### src/rtl/irrigation_scheduler_if.sv
// Sample, abort and handshake signals between the greenhouse sensors/operator,
// the irrigation scheduler and the downstream cycle state machine.
interface irrigation_scheduler_if;
  logic       sample_valid;
  logic [7:0] moisture;
  logic [7:0] temperature;
  logic       manual_stop;
  logic       cycle_done;
  logic       enable;
  logic [7:0] state1_duration;
  logic [7:0] state2_duration;
  logic [7:0] state3_duration;
  logic       busy;
  logic       fault;
  logic [7:0] cycle_count;

  modport master (
    output sample_valid, moisture, temperature, manual_stop, cycle_done,
    input  enable, state1_duration, state2_duration, state3_duration,
           busy, fault, cycle_count
  );

  modport slave (
    input  sample_valid, moisture, temperature, manual_stop, cycle_done,
    output enable, state1_duration, state2_duration, state3_duration,
           busy, fault, cycle_count
  );
endinterface

### src/rtl/irrigation_scheduler.sv
// Decides when a watering/ventilation cycle is needed, sizes its phases and
// supervises the downstream cycle state machine (cooldown, abort, timeout).
module irrigation_scheduler #(
  parameter logic [7:0]  MOIST_THRESH    = 8'd100,
  parameter logic [7:0]  TEMP_THRESH     = 8'd30,
  parameter logic [7:0]  SETTLE_CYCLES   = 8'd4,
  parameter logic [15:0] COOLDOWN_CYCLES = 16'd8,
  parameter logic [15:0] TIMEOUT_CYCLES  = 16'd1024
) (
  input logic                   clk,
  input logic                   reset,
  irrigation_scheduler_if.slave bus
);
  localparam logic [1:0] S_IDLE = 2'd0;
  localparam logic [1:0] S_RUN  = 2'd1;
  localparam logic [1:0] S_COOL = 2'd2;

  logic [1:0]  state_q, state_d;
  logic [15:0] cnt_q, cnt_d;
  logic [7:0]  dur1_q, dur1_d, dur2_q, dur2_d, dur3_q, dur3_d;
  logic [7:0]  count_q, count_d;
  logic        fault_q, fault_d;
  logic        enable_q, busy_q;
  logic        trigger;

  // Subtractions are guarded so a phase length never wraps or reaches zero.
  function automatic logic [7:0] moist_dur(input logic [7:0] m);
    return (m < MOIST_THRESH) ? (MOIST_THRESH - m) : 8'd1;
  endfunction

  function automatic logic [7:0] temp_dur(input logic [7:0] t);
    return (t > TEMP_THRESH) ? (t - TEMP_THRESH) : 8'd1;
  endfunction

  assign trigger = bus.sample_valid &&
                   ((bus.moisture < MOIST_THRESH) || (bus.temperature > TEMP_THRESH));

  always_comb begin
    state_d = state_q;
    cnt_d   = cnt_q + 16'd1;
    dur1_d  = dur1_q;
    dur2_d  = dur2_q;
    dur3_d  = dur3_q;
    count_d = count_q;
    fault_d = fault_q;
    case (state_q)
      S_IDLE: begin
        cnt_d = '0;
        if (trigger) begin
          state_d = S_RUN;
          dur1_d  = moist_dur(bus.moisture);
          dur2_d  = SETTLE_CYCLES;
          dur3_d  = temp_dur(bus.temperature);
        end
      end
      S_RUN: begin
        if (bus.cycle_done) begin
          state_d = S_COOL;
          cnt_d   = '0;
          if (count_q != 8'hFF) count_d = count_q + 8'd1;
        end else if (bus.manual_stop) begin
          state_d = S_COOL;
          cnt_d   = '0;
        end else if (cnt_q == TIMEOUT_CYCLES - 16'd1) begin
          state_d = S_COOL;
          cnt_d   = '0;
          fault_d = 1'b1;
        end
      end
      S_COOL: begin
        // Lingering downstream done lands here and is deliberately ignored.
        if (cnt_q == COOLDOWN_CYCLES - 16'd1) begin
          state_d = S_IDLE;
          cnt_d   = '0;
        end
      end
      default: begin
        state_d = S_IDLE;
        cnt_d   = '0;
      end
    endcase
  end

  always_ff @(posedge clk) begin
    if (reset) begin
      state_q  <= S_IDLE;
      cnt_q    <= '0;
      dur1_q   <= 8'd1;
      dur2_q   <= 8'd1;
      dur3_q   <= 8'd1;
      count_q  <= '0;
      fault_q  <= 1'b0;
      enable_q <= 1'b0;
      busy_q   <= 1'b0;
    end else begin
      state_q  <= state_d;
      cnt_q    <= cnt_d;
      dur1_q   <= dur1_d;
      dur2_q   <= dur2_d;
      dur3_q   <= dur3_d;
      count_q  <= count_d;
      fault_q  <= fault_d;
      enable_q <= (state_d == S_RUN);
      busy_q   <= (state_d != S_IDLE);
    end
  end

  assign bus.enable          = enable_q;
  assign bus.busy            = busy_q;
  assign bus.state1_duration = dur1_q;
  assign bus.state2_duration = dur2_q;
  assign bus.state3_duration = dur3_q;
  assign bus.cycle_count     = count_q;
  assign bus.fault           = fault_q;
endmodule
### src/flat_wrapper.sv
// flat-port wrapper written by rule: the top's interface ports become plain ports
module irrigation_scheduler_flat 
#(
  parameter logic [7:0]  MOIST_THRESH    = 8'd100,
  parameter logic [7:0]  TEMP_THRESH     = 8'd30,
  parameter logic [7:0]  SETTLE_CYCLES   = 8'd4,
  parameter logic [15:0] COOLDOWN_CYCLES = 16'd8,
  parameter logic [15:0] TIMEOUT_CYCLES  = 16'd1024
)
  (clk, reset, bus_sample_valid, bus_moisture, bus_temperature, bus_manual_stop, bus_cycle_done, bus_enable, bus_state1_duration, bus_state2_duration, bus_state3_duration, bus_busy, bus_fault, bus_cycle_count);
  irrigation_scheduler_if bus_i ();
  input logic clk;
  input logic reset;
  input wire logic [$bits(bus_i.sample_valid)-1:0] bus_sample_valid;
  input wire logic [$bits(bus_i.moisture)-1:0] bus_moisture;
  input wire logic [$bits(bus_i.temperature)-1:0] bus_temperature;
  input wire logic [$bits(bus_i.manual_stop)-1:0] bus_manual_stop;
  input wire logic [$bits(bus_i.cycle_done)-1:0] bus_cycle_done;
  output wire logic [$bits(bus_i.enable)-1:0] bus_enable;
  output wire logic [$bits(bus_i.state1_duration)-1:0] bus_state1_duration;
  output wire logic [$bits(bus_i.state2_duration)-1:0] bus_state2_duration;
  output wire logic [$bits(bus_i.state3_duration)-1:0] bus_state3_duration;
  output wire logic [$bits(bus_i.busy)-1:0] bus_busy;
  output wire logic [$bits(bus_i.fault)-1:0] bus_fault;
  output wire logic [$bits(bus_i.cycle_count)-1:0] bus_cycle_count;
  assign bus_i.sample_valid = bus_sample_valid;
  assign bus_i.moisture = bus_moisture;
  assign bus_i.temperature = bus_temperature;
  assign bus_i.manual_stop = bus_manual_stop;
  assign bus_i.cycle_done = bus_cycle_done;
  assign bus_enable = bus_i.enable;
  assign bus_state1_duration = bus_i.state1_duration;
  assign bus_state2_duration = bus_i.state2_duration;
  assign bus_state3_duration = bus_i.state3_duration;
  assign bus_busy = bus_i.busy;
  assign bus_fault = bus_i.fault;
  assign bus_cycle_count = bus_i.cycle_count;
  irrigation_scheduler #(.MOIST_THRESH(MOIST_THRESH), .TEMP_THRESH(TEMP_THRESH), .SETTLE_CYCLES(SETTLE_CYCLES), .COOLDOWN_CYCLES(COOLDOWN_CYCLES), .TIMEOUT_CYCLES(TIMEOUT_CYCLES)) u_core (.clk(clk), .reset(reset), .bus(bus_i));
endmodule
### config.mk
export PLATFORM = sky130hd
export DESIGN_NAME = irrigation_scheduler_flat
export DESIGN_NICKNAME = d
export VERILOG_FILES = /design/src/rtl/irrigation_scheduler_if.sv /design/src/rtl/irrigation_scheduler.sv /design/src/flat_wrapper.sv
export SDC_FILE = /design/constraint.sdc
export NUM_CORES = 1
export LEC_CHECK = 0
export CAP_MARGIN = 20
export CORE_UTILIZATION = 44
export CTS_BUF_LIST = sky130_fd_sc_hd__clkbuf_16
export DETAILED_ROUTE_END_ITERATION = 12
export PLACE_DENSITY = 0.82
export SETUP_SLACK_MARGIN = 0.5
export SLEW_MARGIN = 20
export SYNTH_ARGS = -nofsm -noshare
export SYNTH_HDL_FRONTEND = slang
export SYNTH_SLANG_ARGS = --single-unit
### constraint.sdc
create_clock -name clk -period 1.9 [get_ports clk]
set_input_delay 0.19 -clock clk [delete_from_list [all_inputs] [get_ports clk]]
set_output_delay 0.19 -clock clk [all_outputs]
set_load 0.03 [all_outputs]
==> reports/results.ini, run 1 <==
[finish]
syn_to_final_growth_pct = 73.8
mostFrequentLayoutCell = nor2_1
nets = 395
final_cell_mix = nor2_1, dlygate4sd2_1, dfxtp_1
multi_input_area_um2 = 1590
nFillCells = 254
drive_gt1_share_pct = 39.5
regArea_um2 = 986
antenna_cells = 0

[power]
leakage_nw = 1.67
ir_worst_vdd_mv = 0.567
finalPower_mw = 3.04
power.density_nw_per_um2 = 781

[floorplanning]
placementRows = 25
dieArea_um2 = 5380
ios = 56
die_w_um = 73.3
coreArea_um2 = 4820
initial_core_util_pct = 46.5
die_y_um = 73.3

[routing]
vias = 2492
drt_iter0_markers = 152
drc = 0
wl_um = 8470
ant_nets = 0
drt-vias-per-instance = 5.74
drt_pass1_iterations = 5
drt-wirelength-per-cell_um = 19.5

[worst_setup_path]
path_class = reg -> reg
cp_slowest_cell = dfxtp_4
crit_path_frequent_cell = o21ai_0
slowest_delay_ns = 0.37
cp_max_fo = 5
startpoint_type = register
arrival_ns = 2.14
path_cells = ha_4 -> and3_4 -> nand4_1 -> buf_6 -> o21ai_0 -> o21ai_0 -> o22ai_1
endpoint_kind = register
crit_required_ns = 2.12

[sta]
finalCritPeriodShare_pct = 101
slew_viol_final = 0
rsz0062_at_grt = true
fmax_ghz = 0.522
fin_crit_ns = 1.91
setup_viol = 1
finalHoldViolCount = 0
clock_skew_ns = 0.00781
tns_ns = -0.0148
layout_setup_ws_ns = -0.0148

[worst_hold_path]
min_path_type = in -> reg

[clock_tree]
path_clk_slew_ns = 0.07
cts_buffers = 5
clk_latency_ns = 0.29
clk_path_buf_depth = 2
cts_root_buf = clkbuf_16
clock-sinks = 47
cts_tree = yes
htreeDepth = 2

[status]
status = finished with violations
violations = setup timing

[synth]
yosysTopAreaCellShare_pct = 42.0
yosysUniqueCellTypes = 41
synth_area_leader_cell = dfxtp_1
yosysWarnings = 0
netlist_top_cells_area = dfxtp_1, nor2_1, xor2_1
synth_area_um2 = 2240
synthArstFlopShare_pct = 0
synth_flop_cell = dfxtp_1
synth_edf_count = 0
yosysSeqAreaShare_pct = 42.0
synth-seq-cells = 47
avgSynthCellArea_um2 = 8.48
syn-instance-count = 264

[global_routing]
antenna_found_initial = 0
grt_pass1_vias = 2352
grt_usage_pct = 25.9
grt_overflow_total = 0
grt_pass1_wl_um = 10700
grt_max_degree = 19

[run]
cap_violations = 0

[place]
io_buffers = 49
hpwl_um = 3740
finalWeightedCongestion = 0.871

## path summary, 6_finish.rpt
| kind | from | end | slack, ns | depth (start not counted) |
|---|---|---|---|---|
| max reg2reg | u_core.cnt_q[1]$_SDFF_PP0_ | u_core.bus.busy$_SDFF_PP0_ | -0.01 | 7 |
| min | bus_temperature[5] | u_core.bus.state3_duration[5]$_SDFFE_PP0P_ | 0.32 | 4 |
| max | u_core.cnt_q[1]$_SDFF_PP0_ | u_core.bus.busy$_SDFF_PP0_ | -0.01 | 7 |
| min reg2reg | u_core.cnt_q[0]$_SDFF_PP0_ | u_core.cnt_q[0]$_SDFF_PP0_ | 0.45 | 1 |
## through the flow
stage               hold WS, ns  util (%)  worst slack [ns]  cell area [um^2]  cells
detailed placement        0.446      63.2           -0.0573              3040    389
finish                    0.316      80.8           -0.0148              3890    434
global route              0.349      80.8            -0.120              3890    434
CTS                       0.439      74.5             0.158              3590    424
global placement          0.437      63.2           0.00511              3040    389
floorplan                 0.361         -             0.228              2430    269
## worst max-delay path, delay by kind of cell (launching register included)
family	cells	cell delay (ns)
AO/OA/AOI/OAI	3	0.73
adder cells (fa/ha/maj)	1	0.15
flip-flops	1	0.37
AND/OR/NAND/NOR	2	0.40
buffers and inverters	1	0.20
## state kept, by name, summed over array words and instances (netlist names)
signal and count:
u_core.bus.state2_duration 2, u_core.cnt_q 16, u_core.state_q 2, u_core.bus.state1_duration 8
u_core.bus.enable 1, u_core.bus.state3_duration 8, u_core.bus.fault 1, u_core.bus.busy 1
u_core.bus.cycle_count 8
## routing by layer
layer	part of all wire (%)	track usage, %
met5	0	0
met2	50	46.0
met1	39	29.6
met3	6.3	6.45
met4	4.4	10.7
## timing repair
action | 4_1_cts | 5_1_grt
gates cloned | 3 | 0
gates resized for setup | 72 | 68
hold buffers | 0 | 0
pin swaps | 23 | 32
endpoints found under the setup margin | 75 | 46
buffers inserted | 24 | 10
## synthesized netlist by cell type (all sizes together), types with 2 or more instances
master	count
inv	8
nand2	27
nand3	15
ha	8
o21ai	10
o21bai	3
nor2	43
nor3	7
nor4	4
dfxtp	47
xnor2	12
nor2b	2
a21oi	15
buf	10
or3	3
nand2b	2
a211oi	4
xor2	14
and4	3
a21o	2
a31oi	2
nand4	5
clkbuf	4
and3	4
## where the power goes
group          internal, mW  leakage [nW]  switching (mW)  total (mW)
Clock                 0.755        0.0900           0.413        1.17
Combinational         0.375          1.18           0.429       0.804
Sequential             1.02         0.393          0.0414        1.07
## kinds of logic (layout without fill, tap and decap cells)
group | after synthesis | in the layout | synth area share [%]
simple gates | 116 | 116 | 23.8
flops | 47 | 47 | 42.0
compound gates | 43 | 44 | 13.3
xor+xnor | 26 | 26 | 10.2
buf+inv | 22 | 119 | 5.59
fa+ha+maj | 8 | 8 | 4.47
other cells | 1 | 6 | 0.168
mux | 1 | 1 | 0.447
## final cells by class
| class | instances | share of cell area, % |
|---|---|---|
| Sequential cell | 47 | 25.3 |
| Timing Repair Buffer | 103 | 25.7 |
| Clock inverter | 3 | 1.74 |
| Clock buffer | 5 | 3.22 |
| Inverter | 8 | 0.901 |
| Multi-Input combinational cell | 201 | 41.0 |
| Tap cell | 67 | 2.16 |
Power figures use the tool's default switching activity.
==> run 2: changes to the inputs <==
--- a/config.mk
+++ b/config.mk
@@ -6,10 +6,11 @@
 export NUM_CORES = 1
 export LEC_CHECK = 0
 export CAP_MARGIN = 20
-export CORE_UTILIZATION = 44
+export CORE_UTILIZATION = 49
 export CTS_BUF_LIST = sky130_fd_sc_hd__clkbuf_16
 export DETAILED_ROUTE_END_ITERATION = 12
-export PLACE_DENSITY = 0.82
+export HOLD_SLACK_MARGIN = 0.03
+export PLACE_DENSITY = 0.86
 export SETUP_SLACK_MARGIN = 0.5
 export SLEW_MARGIN = 20
 export SYNTH_ARGS = -nofsm -noshare
==> constraint.sdc (replaced) <==
create_clock -name clk -period 2.1 [get_ports clk]
set_input_delay 0.21 -clock clk [delete_from_list [all_inputs] [get_ports clk]]
set_output_delay 0.21 -clock clk [all_outputs]
set_load 0.03 [all_outputs]
==> reports/results.ini, run 2 (synthesized netlist as in run 1, its figures left out) <==
[status]
status = complete, no violations

[worst_setup_path]
crit_required_ns = 2.28  ; +0.16 ns
cp_max_fo = 14  ; +9
r2r_end = u_core.cnt_q[2]$_SDFF_PP0_
r2r_cells = 6  ; -1
startpoint_type = register
rr_startpoint = u_core.cnt_q[11]$_SDFF_PP0_
endpoint_kind = register
r2r_slack_ns = 0.31  ; +0.32 ns
arrival_ns = 1.97  ; -0.17 ns
path_class = reg -> reg

[routing]
wl_um = 5750  ; -32%
vias = 2077  ; -17%
ant_nets = 0  ; unchanged
drt-wirelength-per-cell_um = 14.9  ; -24%
drt-vias-per-instance = 5.37  ; -6.5%
drt_iter0_markers = 71  ; -53%
drc = 0  ; unchanged
drt_pass1_iterations = 4  ; -1

[power]
ir_worst_vdd_mv = 0.458  ; -19%
finalPower_mw = 2.26  ; -25%
power.density_nw_per_um2 = 696  ; -11%
leakage_nw = 1.25  ; -25%

[global_routing]
grt_usage_pct = 23.9  ; -2.0 points
grt_overflow_total = 0  ; unchanged
antenna_found_initial = 0  ; unchanged
grt_pass1_vias = 2043  ; -13%
grt_max_degree = 19  ; unchanged
grt_pass1_wl_um = 9250  ; -13%

[floorplanning]
coreArea_um2 = 4380  ; -9.0%
placementRows = 24  ; -4.0%
die_w_um = 69.6  ; -5.1%
dieArea_um2 = 4840  ; -9.9%
die_y_um = 69.6  ; -5.1%
initial_core_util_pct = 51.1  ; +4.6 points
ios = 56  ; unchanged

[clock_tree]
clk_path_buf_depth = 2  ; unchanged
cts_hold_buf = 0  ; unchanged
clock-sinks = 47  ; unchanged
htreeDepth = 2  ; unchanged
path_clk_slew_ns = 0.06  ; about the same
cts_tree = yes
clk_latency_ns = 0.29  ; about the same
cts_root_buf = clkbuf_16
cts_buffers = 5  ; unchanged

[worst_hold_path]
min_path_type = reg -> reg
whs_endpoint = u_core.bus.state2_duration[0]$_SDFFE_PP1P_
hp-start = u_core.bus.state2_duration[0]$_SDFFE_PP1P_
hold-path-cell-count = 1  ; -3

[sta]
finalCritPeriodShare_pct = 85.4  ; -15 points
rsz0062_at_grt = true
whs_ns = 0.449  ; +0.133 ns
finalHoldViolCount = 0  ; unchanged
fin_crit_ns = 1.79  ; -0.120 ns
clock_skew_ns = 0.00587  ; -0.00194 ns
slew_viol_final = 0  ; unchanged
layout_setup_ws_ns = 0.306  ; +0.320 ns
tns_ns = 0  ; +0.0148 ns
fmax_ghz = 0.557  ; +6.7%
setup_viol = 0  ; -1

[finish]
top_register = u_core.cnt_q
antenna_cells = 0  ; unchanged
syn_to_final_growth_pct = 45.3
mostFrequentLayoutCell = clkdlybuf4s50_1
nets = 363  ; -8.1%
final_cell_mix = clkdlybuf4s50_1, nor2_1, dfxtp_1
drive_gt1_share_pct = 18.5  ; -21 points
largest_register_ffs = 16  ; unchanged

[place]
dp_slack_ns = 0.0604  ; +0.118 ns
io_buffers = 49  ; unchanged
hpwl_um = 3560  ; -4.9%
finalWeightedCongestion = 0.824  ; -5.4%

[run]
cap_violations = 0  ; unchanged

-- run 2: cell count changes in the layout (fill, tap and decap cells not counted), moves of 8 or more --
cell / before / now
clkdlybuf4s50_1: 6 / 44
dlygate4sd2_1: 32 / 4
buf_6: 18 / 1
buf_4: 30 / 17
a21oi_1: 5 / 15
a21oi_2: 10 / 0
nand3_1: 6 / 15
dfxtp_4: 10 / 2
-- run 2: worst max path at each step --
stage	startpoint	end	slack (ns)
2_1_floorplan	u_core.cnt_q[1]$_SDFF_PP0_	u_core.cnt_q[0]$_SDFF_PP0_	0.43
3_3_place_gp	bus_moisture[4]	u_core.bus.busy$_SDFF_PP0_	0.13
3_5_place_dp	bus_moisture[4]	u_core.bus.busy$_SDFF_PP0_	0.06
4_1_cts	u_core.cnt_q[9]$_SDFF_PP0_	u_core.cnt_q[4]$_SDFF_PP0_	0.41
5_1_grt	u_core.cnt_q[11]$_SDFF_PP0_	u_core.cnt_q[5]$_SDFF_PP0_	0.23
6_report	u_core.cnt_q[11]$_SDFF_PP0_	u_core.cnt_q[2]$_SDFF_PP0_	0.31
-- run 2: where the power goes --
part           switching, mW  internal [mW]  leakage [nW]
logic                  0.288          0.246         0.797
clock network          0.338          0.433        0.0649
registers             0.0287          0.932         0.387
-- run 2: final cells by class --
type	count	area, um^2
multi-input cells	200	1320
fillers	302	1130
flip-flops and latches	47	958
repair buffers	72	739
clock buffers	5	125
well taps	52	65.1
inverters	8	30.0
clock inverters	3	15.0
-- run 2: worst max-delay path, stage by stage, from the launching register on --
cell	delay [ns]
dfxtp_4	0.36
nor4_4	0.23
nand2_1	0.12
o41a_1	0.52
o21ai_4	0.24
buf_12	0.16
nor2_1	0.05
-- run 2: metrics by stage --
| stage | std cells | util, % | area, um^2 |
|---|---|---|---|
| detailed placement | 366 | 65.1 | 2850 |
| global route | 387 | 74.2 | 3250 |
| CTS | 384 | 71.9 | 3150 |
| global placement | 366 | 65.1 | 2850 |
| finish | 387 | 74.2 | 3250 |
| floorplan | 269 | - | 2310 |
-- run 2: timing repair --
item | CTS | global route
buffers inserted | 9 | 2
gates cloned | 1 | 1
pin swaps | 6 | 4
gates resized for setup | 20 | 13
setup endpoints to repair | 42 | 45
-- run 2: layer usage --
layer  part of all wire (%)  wire length, um  track usage (%)  vias up
li1                       -                -                -     1025
met1                     42             2390             26.9     1000
met2                     53             3050             43.0       42
met3                    3.6              207             5.52       10
met4                    1.7               98             9.98        0
met5                      0                0                0        -
==> run 3: changes to the inputs <==
--- a/config.mk
+++ b/config.mk
@@ -10,7 +10,7 @@
 export CTS_BUF_LIST = sky130_fd_sc_hd__clkbuf_16
 export DETAILED_ROUTE_END_ITERATION = 12
 export HOLD_SLACK_MARGIN = 0.03
-export PLACE_DENSITY = 0.86
+export PLACE_DENSITY = 0.8
 export SETUP_SLACK_MARGIN = 0.5
 export SLEW_MARGIN = 20
 export SYNTH_ARGS = -nofsm -noshare
==> reports/results.ini, run 3 (synthesized netlist as in run 1, its figures left out) <==
[floorplanning]
coreArea_um2 = 4380  ; unchanged
die_y_um = 69.6  ; unchanged
die_w_um = 69.6  ; unchanged
dieArea_um2 = 4840  ; unchanged
placementRows = 24  ; unchanged
initial_core_util_pct = 51.1  ; unchanged
ios = 56  ; unchanged

[finish]
final_cell_mix = clkdlybuf4s50_1, dfxtp_1, nor2_1
largest_register_ffs = 16  ; unchanged
mostFrequentLayoutCell = clkdlybuf4s50_1
syn_to_final_growth_pct = 46.1
fin_cells = 387  ; unchanged
drive_gt1_share_pct = 20.9  ; +2.4 points
nFillCells = 301  ; -0.33%
antenna_cells = 0  ; unchanged
top_register = u_core.cnt_q
nets = 363  ; unchanged

[clock_tree]
cts_tree = yes
path_clk_slew_ns = 0.06  ; about the same
clk_latency_ns = 0.29  ; about the same
clock-sinks = 47  ; unchanged
cts_buffers = 5  ; unchanged
clk_path_buf_depth = 2  ; unchanged
htreeDepth = 2  ; unchanged
cts_root_buf = clkbuf_16

[power]
power_frac_comb_pct = 23.4  ; about the same
leakage_nw = 1.26  ; +1.1%
power.share.sequential_pct = 43.1  ; +0.7 points
p_switching_mw = 0.630  ; -3.7%
swShare_pct = 28.1  ; -0.78 points
power.density_nw_per_um2 = 685  ; -1.6%
ir_worst_vdd_mv = 0.405  ; -12%
p_int_mw = 1.61  ; about the same
clkPwrFrac_pct = 33.5  ; -0.5 points

[sta]
tns_ns = 0  ; unchanged
clock_skew_ns = 0.00272  ; -0.00315 ns
setup_viol = 0  ; unchanged
finalCritPeriodShare_pct = 85.4  ; about the same
fin_crit_ns = 1.79  ; -0.00167 ns
finalHoldViolCount = 0  ; unchanged
rsz0062_at_grt = true
fmax_ghz = 0.558  ; about the same
slew_viol_final = 0  ; unchanged

[worst_setup_path]
endpoint_kind = register
cp_max_fo = 7  ; -7
startpoint_type = register
crit_required_ns = 2.28  ; about the same
path_class = reg -> reg
r2r_cells = 6  ; unchanged
arrival_ns = 1.97  ; about the same

[global_routing]
grt_overflow_total = 0  ; unchanged
grt_max_degree = 18  ; -1
antenna_found_initial = 0  ; unchanged
grt_usage_pct = 22.7  ; -1.2 points
grt_pass1_wl_um = 8900  ; -3.7%
grt_pass1_vias = 2014  ; -1.4%

[routing]
drt-vias-per-instance = 5.38  ; +0.24%
drt_iter0_markers = 95  ; +34%
vias = 2082  ; +0.24%
drc = 0  ; unchanged
drt-wirelength-per-cell_um = 14.2  ; -4.4%
wl_um = 5490  ; -4.4%
ant_nets = 0  ; unchanged
drt_pass1_iterations = 4  ; unchanged

[run]
cap_violations = 0  ; unchanged

[place]
hpwl_um = 3670  ; +3.0%
io_buffers = 49  ; unchanged
placed_cells = 366  ; unchanged
finalWeightedCongestion = 0.792  ; -3.9%

[worst_hold_path]
hold-path-cell-count = 4  ; +3
min_path_type = in -> reg

[status]
status = complete, no violations

## run 3: changes by cell type in the layout (fill, tap and decap cells not counted), moves of 2 or more
cell / delta
nor2_1: -10
clkinv_1: -2
nor4_2: -2
dlymetal6s2s_1: +2
nor2_2: +10
inv_1: +2
nor4_1: +2
buf_6: +4
buf_4: -4
## run 3: final timing paths
path,slack [ns],start,end
worst max-delay path,0.31,u_core.cnt_q[12]$_SDFF_PP0_,u_core.cnt_q[6]$_SDFF_PP0_
worst min-delay path,0.33,bus_moisture[4],u_core.bus.state1_duration[4]$_SDFFE_PP0P_
worst max register to register,0.31,u_core.cnt_q[12]$_SDFF_PP0_,u_core.cnt_q[6]$_SDFF_PP0_
worst min register to register,0.45,u_core.cnt_q[0]$_SDFF_PP0_,u_core.cnt_q[0]$_SDFF_PP0_
## run 3: stage by stage
stage / total power, mW / cell area [um^2] / utilization [%] / hold WS (ns) / setup WS, ns
2_1_floorplan: 1.26 / 2310 / - / 0.367 / 0.428
3_3_place_gp: 1.42 / 2850 / 65.1 / 0.441 / 0.120
3_5_place_dp: 1.43 / 2850 / 65.1 / 0.446 / 0.0835
4_1_cts: 2.19 / 3070 / 70.1 / 0.455 / 0.342
5_1_grt: 2.33 / 3270 / 74.6 / 0.425 / 0.240
6_report: 2.24 / 3270 / 74.6 / 0.332 / 0.307
## run 3: final cells by class
type | count | area (um^2) | share of cell area (%)
Clock buffer | 5 | 125 | 3.83
Clock inverter | 3 | 12.5 | 0.383
Inverter | 8 | 30.0 | 0.918
Multi-Input combinational cell | 200 | 1340 | 40.9
Sequential cell | 47 | 957 | 29.3
Tap cell | 52 | 65.1 | 1.99
Timing Repair Buffer | 72 | 743 | 22.7
## run 3: what timing repair did
item	CTS	global route
endpoints found under the hold margin	0	0
endpoints found under the setup margin	39	45
resized for setup	14	30
gates cloned	1	3
buffers inserted	5	4
hold buffers	0	0
pin swaps	11	7
## run 3: metal layers
metal / GRT usage, % / share of wire (%) / up-vias
met5: 0 / 0 / -
li1: - / - / 1034
met3: 6.54 / 5.7 / 13
met1: 27.6 / 43 / 970
met4: 7.26 / 1.9 / 0
met2: 38.7 / 50 / 65
## run 3: worst max-delay path: stages, from the launching register on
cell and delay, ns:
dfxtp_2 0.33, nor4_4 0.28, nand2_1 0.12, o41a_1 0.50
o21ai_4 0.24, buf_6 0.16, nor2_2 0.04
## run 3: power groups by stage
stage | Combinational [mW] | Sequential [mW] | Clock, mW
2_1_floorplan | 0.214 | 1.05 | 0
5_1_grt | 0.559 | 0.969 | 0.797
4_1_cts | 0.465 | 0.965 | 0.758
3_3_place_gp | 0.437 | 0.982 | 0
3_5_place_dp | 0.446 | 0.983 | 0
6_report | 0.525 | 0.965 | 0.752
